<file path="src/rtl/mac_unit_multi.sv">
// Multi-lane pipelined multiply-accumulate row segment: 3-stage datapath with double-buffered weights.
// Optional clamping of the stage-3 result (and the sat_flag port) is enabled by defining MAC_SATURATION_EN.
module mac_unit_multi #(
  parameter int LANES             = 4,
  parameter int DATA_WIDTH        = 9,
  parameter int WEIGHT_WIDTH      = 9,
  parameter int LAST_SUM_WIDTH    = 0,
  parameter int PARTIAL_SUM_WIDTH = 20
) (
  input  logic                                                        clk,
  input  logic                                                        rst,
  input  logic                                                        enable,
  input  logic                                                        signed_mode,
  input  logic [LANES*WEIGHT_WIDTH-1:0]                               weight_in,
  input  logic                                                        preload_weight,
  input  logic                                                        load_weight,
  input  logic [LANES*DATA_WIDTH-1:0]                                 data_in,
  input  logic                                                        valid_in,
  input  logic                                                        acc_mode,
  input  logic                                                        acc_clear,
  input  logic [LANES*((LAST_SUM_WIDTH > 0) ? LAST_SUM_WIDTH : 1)-1:0] last_sum,
  output logic                                                        valid_out,
  output logic [LANES*PARTIAL_SUM_WIDTH-1:0]                          partial_sum
`ifdef MAC_SATURATION_EN
  ,
  output logic [LANES-1:0]                                            sat_flag
`endif
);

  localparam int DW  = DATA_WIDTH;
  localparam int WW  = WEIGHT_WIDTH;
  localparam int PW  = DATA_WIDTH + WEIGHT_WIDTH;
  localparam int PSW = PARTIAL_SUM_WIDTH;
  localparam int LSW = (LAST_SUM_WIDTH > 0) ? LAST_SUM_WIDTH : 1;
`ifdef MAC_SATURATION_EN
  // Two guard bits so the pre-clamp sum never overflows in either mode
  localparam int EW = PSW + 2;
  localparam logic signed [EW-1:0] SMAX = EW'({1'b0, {(PSW-1){1'b1}}});
  localparam logic signed [EW-1:0] SMIN = ~SMAX;
  localparam logic signed [EW-1:0] UMAX = EW'({PSW{1'b1}});
`else
  localparam int EW = PSW;
`endif

  if (PSW < PW || PSW < LAST_SUM_WIDTH) begin : g_bad_width
    $error("mac_unit_multi: PARTIAL_SUM_WIDTH too small for product or last_sum");
  end

  logic [LANES*WW-1:0]  preweight_q, preweight_d, weight_q, weight_d;
  logic [LANES*DW-1:0]  s1_data_q, s1_data_d;
  logic                 s1_valid_q, s1_valid_d, s1_signed_q, s1_signed_d;
  logic                 s1_acc_q, s1_acc_d, s1_clr_q, s1_clr_d;
  logic [LANES*PW-1:0]  s2_prod_q, s2_prod_d;
  logic                 s2_valid_q, s2_valid_d, s2_signed_q, s2_signed_d;
  logic                 s2_acc_q, s2_acc_d, s2_clr_q, s2_clr_d;
  logic [LANES*PSW-1:0] psum_q, psum_d;
  logic                 vout_q, vout_d;
`ifdef MAC_SATURATION_EN
  logic [LANES-1:0]     sat_q, sat_d;
`endif

  logic [PW-1:0]        a_w, b_w;
  logic signed [EW-1:0] prod_e, base_e, sum_e;

  always_comb begin
    preweight_d = preweight_q;
    weight_d    = weight_q;
    if (preload_weight) preweight_d = weight_in;
    else                preweight_d = preweight_q;
    // A simultaneous load takes the buffer contents from before this edge
    if (load_weight) weight_d = preweight_q;
    else             weight_d = weight_q;
  end

  always_comb begin
    s1_data_d   = s1_data_q;
    s1_valid_d  = s1_valid_q;
    s1_signed_d = s1_signed_q;
    s1_acc_d    = s1_acc_q;
    s1_clr_d    = s1_clr_q;
    s2_prod_d   = s2_prod_q;
    s2_valid_d  = s2_valid_q;
    s2_signed_d = s2_signed_q;
    s2_acc_d    = s2_acc_q;
    s2_clr_d    = s2_clr_q;
    a_w         = '0;
    b_w         = '0;
    if (enable) begin
      s1_data_d   = data_in;
      s1_valid_d  = valid_in;
      s1_signed_d = signed_mode;
      s1_acc_d    = acc_mode;
      s1_clr_d    = acc_clear;
      s2_valid_d  = s1_valid_q;
      s2_signed_d = s1_signed_q;
      s2_acc_d    = s1_acc_q;
      s2_clr_d    = s1_clr_q;
      for (int l = 0; l < LANES; l++) begin
        if (s1_signed_q) begin
          a_w = PW'($signed(s1_data_q[l*DW +: DW]));
          b_w = PW'($signed(weight_q[l*WW +: WW]));
        end else begin
          a_w = PW'(s1_data_q[l*DW +: DW]);
          b_w = PW'(weight_q[l*WW +: WW]);
        end
        s2_prod_d[l*PW +: PW] = a_w * b_w;
      end
    end else begin
      s1_valid_d = s1_valid_q;
    end
  end

  always_comb begin
    psum_d = psum_q;
    vout_d = vout_q;
`ifdef MAC_SATURATION_EN
    sat_d  = sat_q;
`endif
    prod_e = '0;
    base_e = '0;
    sum_e  = '0;
    if (enable) begin
      vout_d = s2_valid_q;
      if (s2_valid_q) begin
        for (int l = 0; l < LANES; l++) begin
          if (s2_signed_q) prod_e = EW'($signed(s2_prod_q[l*PW +: PW]));
          else             prod_e = EW'(s2_prod_q[l*PW +: PW]);
          if (s2_acc_q) begin
            if (s2_clr_q)         base_e = '0;
            else if (s2_signed_q) base_e = EW'($signed(psum_q[l*PSW +: PSW]));
            else                  base_e = EW'(psum_q[l*PSW +: PSW]);
          end else if (LAST_SUM_WIDTH > 0) begin
            if (s2_signed_q) base_e = EW'($signed(last_sum[l*LSW +: LSW]));
            else             base_e = EW'(last_sum[l*LSW +: LSW]);
          end else begin
            base_e = '0;
          end
          sum_e = prod_e + base_e;
`ifdef MAC_SATURATION_EN
          sat_d[l]              = 1'b0;
          psum_d[l*PSW +: PSW]  = sum_e[PSW-1:0];
          if (s2_signed_q) begin
            if (sum_e > SMAX) begin
              psum_d[l*PSW +: PSW] = SMAX[PSW-1:0];
              sat_d[l]             = 1'b1;
            end else if (sum_e < SMIN) begin
              psum_d[l*PSW +: PSW] = SMIN[PSW-1:0];
              sat_d[l]             = 1'b1;
            end else begin
              sat_d[l] = 1'b0;
            end
          end else if (sum_e > UMAX) begin
            psum_d[l*PSW +: PSW] = UMAX[PSW-1:0];
            sat_d[l]             = 1'b1;
          end else begin
            sat_d[l] = 1'b0;
          end
`else
          psum_d[l*PSW +: PSW] = sum_e;
`endif
        end
      end else begin
        psum_d = psum_q;
      end
    end else begin
      vout_d = vout_q;
    end
  end

  always_ff @(posedge clk) begin
    if (!rst) begin
      preweight_q <= '0;
      weight_q    <= '0;
      s1_data_q   <= '0;
      s1_valid_q  <= 1'b0;
      s1_signed_q <= 1'b0;
      s1_acc_q    <= 1'b0;
      s1_clr_q    <= 1'b0;
      s2_prod_q   <= '0;
      s2_valid_q  <= 1'b0;
      s2_signed_q <= 1'b0;
      s2_acc_q    <= 1'b0;
      s2_clr_q    <= 1'b0;
      psum_q      <= '0;
      vout_q      <= 1'b0;
`ifdef MAC_SATURATION_EN
      sat_q       <= '0;
`endif
    end else begin
      preweight_q <= preweight_d;
      weight_q    <= weight_d;
      s1_data_q   <= s1_data_d;
      s1_valid_q  <= s1_valid_d;
      s1_signed_q <= s1_signed_d;
      s1_acc_q    <= s1_acc_d;
      s1_clr_q    <= s1_clr_d;
      s2_prod_q   <= s2_prod_d;
      s2_valid_q  <= s2_valid_d;
      s2_signed_q <= s2_signed_d;
      s2_acc_q    <= s2_acc_d;
      s2_clr_q    <= s2_clr_d;
      psum_q      <= psum_d;
      vout_q      <= vout_d;
`ifdef MAC_SATURATION_EN
      sat_q       <= sat_d;
`endif
    end
  end

  assign partial_sum = psum_q;
  assign valid_out   = vout_q;
`ifdef MAC_SATURATION_EN
  assign sat_flag    = sat_q;
`endif

endmodule

</file>
<file path="config.mk">
export PLATFORM = sky130hd
export DESIGN_NAME = mac_unit_multi
export DESIGN_NICKNAME = d
export VERILOG_FILES = /design/src/rtl/mac_unit_multi.sv
export SDC_FILE = /design/constraint.sdc
export NUM_CORES = 2
export LEC_CHECK = 0
export ABC_AREA = 1
export CELL_PAD_IN_SITES_DETAIL_PLACEMENT = 0
export CELL_PAD_IN_SITES_GLOBAL_PLACEMENT = 1
export CORE_ASPECT_RATIO = 2
export CORE_MARGIN = 1.5
export CORE_UTILIZATION = 42
export DETAILED_ROUTE_END_ITERATION = 6
export PLACE_DENSITY = 0.79
export SYNTH_ARGS = -nofsm -noshare
export SYNTH_HDL_FRONTEND = slang
export SYNTH_SLANG_ARGS = --single-unit
</file>
<file path="constraint.sdc">
create_clock -name clk -period 5.6 [get_ports clk]
set_input_delay 0.84 -clock clk [delete_from_list [all_inputs] [get_ports clk]]
set_output_delay 0.84 -clock clk [all_outputs]
set_load 0.02 [all_outputs]
</file>
==> metrics.md <==
| Metric | Value |
|---|---|
| Result of the run | finished clean |
| Detailed-router iteration count before antenna repair | 5 |
| Die X-Extent | 199 um |
| Maximum number of pins on one net before global-route repair | between 90 and 100 |
| Routed length per placed instance | roughly 15 um |
| Register-to-Register Setup Slack | between 0.15 and 0.2 ns |
| Combinational share of power | between 20 and 30% |
| Start of the worst register-to-register path | s1_signed_q |
| Hold_sp | valid_out |
| Largest fanout of any net on the critical path | 11 |
| Power Internal | 3.84 mW |
| Syn Inst Count | roughly 4500 |
| Diode count | 0 |
| Cell with the most instances on the worst path | inv_1 |
| Worst hold path depth | 2 |
| Post-route fraction of the period consumed by the critical path | slightly below 100% |
| Global route overflow | 0 |
| Fmax achieved | ~180 MHz |
| CTS Buffer Depth | 3 |
| Count of buffering cells on the critical path with inverters included | 8 |
| Cell taking the most area after synthesis | fa_1 |
| Worst Hold Slack | roughly 0.47 ns |
| Kind of cell adding the most delay to the critical path | adder cells |
| Category of the critical setup timing path | reg -> reg |
| Async set or reset register ratio after synthesis | 0% |
| Clock skew | 0.0149 ns |
| Area share of the largest cell type after synthesis | a little under a quarter |
| Area Overhead vs Synth | 13.9% |
| Synthesis-stage register bit count | between 200 and 300 |
| Count of endpoints failing setup in the final report | 0 |
| Layout cell share with drive strength beyond 1 | roughly 6.2% |
| Min setup slack post-route | 0.188 ns |
| Transition time at the pin with the least slew margin | between 0.9 and 1 ns |
| Number of global-route vias before repair | about 28000 |
| Number of warnings issued by yosys | 0 |
| Initial core utilization | between 40% and 50% |
| Count of boundary I/O pins | around 170 |
| Crit-path slowest cell | fa_1 |
| Fin nets | ~5400 |
| Total nets after synthesis | ~5300 |
| Total count of max-transition violations in the final report | 0 |
| CTS Sinks | approximately 270 |
| Post-layout min period | between 5 and 6 ns |
| Data required, critical path | between 6 and 7 ns |
| Peak ir drop on the vdd network | 0.000293 V |
| P per Cell Area | roughly 160 nW/um^2 |
| Max-cap viol count | 0 |
| Worst min-delay path class | reg -> reg |
| Worst Setup End Kind | register |
| DRC marker count from the first detailed-route iteration | between 1000 and 1500 |
| Die Outline Area | about 79000 um^2 |
| R2R depth | 26 |
| Die Ht | 395 um |
| Top area cells in the synthesized netlist | fa_1, dfxtp_1, inv_1, ha_1, nand2_1 |
| Clock-pin slew on the worst setup and hold paths | approximately 0.070 ns |
| Startpoint type of the worst setup path | register |
| Arrival time reported for the critical path endpoint | 5.89 ns |
| Drt total wl | a little under 90 mm |
| Distinct cell type count of the synthesized netlist | a little under 50 |
| Ratio of routed vias to standard cells | 4.83 |
| Last weighted congestion value of the routability-driven placer | 0.926 |
| RR Endpoint | s2_prod_q[71] |
| Count of hold buffers inserted by post-cts repair | 0 |
| Standard-cell row count | 143 |
| Worst setup slack before clock tree synthesis | -0.112 ns |
| Switching pwr | ~2.1 mW |
| Number of flops mapped to enable cells by yosys | 0 |
| Main flop type after synthesis | dfxtp_1 |
| Clock latency on the worst-skew pair | between 0.5 and 0.6 ns |
| Final routed DRC violation total | 0 |
| Synth Area per Inst | 7.14 um^2 |
| Clock root buffer | clkbuf_16 |
| Antenna violations before repair | 0 |
| Sequential share of the synthesized area | around 17% |
| Wire length of the first global-routing pass | 143 mm |
| CTS tree | done |
| Most frequent cell after synthesis | inv_1 |
| Post-DP HPWL | around 72 mm |
| Leakage dissipation | between 20 and 25 nW |
| Netlist Area Pre-Place | 32200 um^2 |
| Largest stage delay on the critical path | about 0.6 ns |
| Post-route antenna net violation count | 0 |
| Most used standard cells in the synthesized netlist | inv_1, nand2_1, nor2_1 |
| Sequential fraction of design power | a little under two fifths |
| Unrepaired setup endpoints after global routing | true |
| Worst hold path endpoint | valid_out |
| Area inside the core boundary | 76000 um^2 |
| Tightest slew margin relative to the limit | about a third |
| Port Buf Inserts | between 150 and 200 |
| H-Tree Level Count | 1 |
| Via count of the routed design | 27600 |
| Total count of hold-check failures in the final report | 0 |
| Clock network power share | roughly 34% |
| Sw Share | a little over a third |
| Inserted Clock Buffers | 28 |
| Total global-route track usage | between 20% and 30% |
-- cell usage in the layout (no fill, tap or decap), drive strengths merged, types with 10 or more instances in the layout --
cell	instances
o21bai	10
xnor2	48
clkbuf	34
a21oi	252
xor2	80
o211ai	27
a21o	20
nor3	12
or2	11
nor2	483
clkdlybuf4s50	159
nand2	746
o21ai	302
nand4	32
fa	384
ha	286
nand3	130
buf	130
dfxtp	269
inv	1209
-- state kept, by name (all words and copies together), names as in the netlist, 36 cells and up --
name / count
s2_prod_q: 72
s1_data_q: 36
partial_sum: 80
preweight_q: 36
weight_q: 36
-- kinds of logic after synthesis --
| logic type | Yosys count | synth area share [%] |
|---|---|---|
| simple gates | 1433 | 18.0 |
| buf+inv | 1371 | 16.1 |
| fa+ha+maj | 670 | 35.0 |
| compound gates | 644 | 10.7 |
| xor+xnor | 128 | 3.50 |
| flops | 269 | 16.7 |
-- per-stage QoR --
| stage | setup TNS (ns) | total power [mW] | cells | instance area (um^2) | util (%) |
|---|---|---|---|---|---|
| 2_1_floorplan | 0 | 3.35 | 4515 | 32200 | - |
| 3_3_place_gp | -0.119 | 3.94 | 5649 | 35400 | 46.6 |
| 3_5_place_dp | -0.334 | 3.96 | 5649 | 35400 | 46.6 |
| 4_1_cts | 0 | 6.00 | 5701 | 36400 | 47.8 |
| 5_1_grt | -0.138 | 6.37 | 5705 | 36700 | 48.3 |
| 6_report | 0 | 5.95 | 5705 | 36700 | 48.3 |
-- per-layer routing --
metal | global-route usage, % | up-vias | routed length (um)
met5 | 0 | - | 0
met4 | 6.99 | 0 | 2610
met3 | 1.31 | 134 | 2400
li1 | - | 13800 | -
met2 | 44.9 | 464 | 47900
met1 | 25.9 | 13100 | 34600
-- worst min-delay path, stage by stage, from the launching register on --
cell and delay [ns]:
dfxtp_1 0.31, nand2_1 0.06, a21oi_1 0.05
-- power groups by stage --
stage / clock, mW / combinational (mW) / sequential (mW)
after floorplan: 0 / 1.17 / 2.18
after global placement: 0 / 1.71 / 2.23
after detailed placement: 0 / 1.73 / 2.23
after CTS: 2.07 / 1.75 / 2.19
after global routing: 2.13 / 2.03 / 2.21
final: 2.00 / 1.76 / 2.19
-- area by class of cell --
| class | instances | area [um^2] |
|---|---|---|
| fillers | 7751 | 39300 |
| well taps | 1015 | 1270 |
| multi-input cells | 2875 | 22000 |
| repair buffers | 289 | 2600 |
| inverters | 1205 | 4530 |
| clock inverters | 18 | 184 |
| clock buffers | 34 | 774 |
| flip-flops and latches | 269 | 5390 |
-- what timing repair did --
action                                  4_1_cts  5_1_grt
pin swaps                                     4       29
endpoints found under the setup margin        7       18
resized for setup                             6       77
buffers inserted                              0        4
-- how the worst max path moves through the flow --
stage / from / endpoint / slack, ns / cells past startpoint
2_1_floorplan: s1_signed_q / s2_prod_q[17] / 0.07 / 24
3_3_place_gp: s1_signed_q / s2_prod_q[53] / -0.08 / 26
3_5_place_dp: s1_signed_q / s2_prod_q[53] / -0.11 / 26
4_1_cts: s1_signed_q / s2_prod_q[17] / 0.003 / 22
5_1_grt: s1_signed_q / s2_prod_q[71] / -0.06 / 26
6_report: s1_signed_q / s2_prod_q[71] / 0.19 / 26
Note: power is estimated with default switching activity, not from simulation.
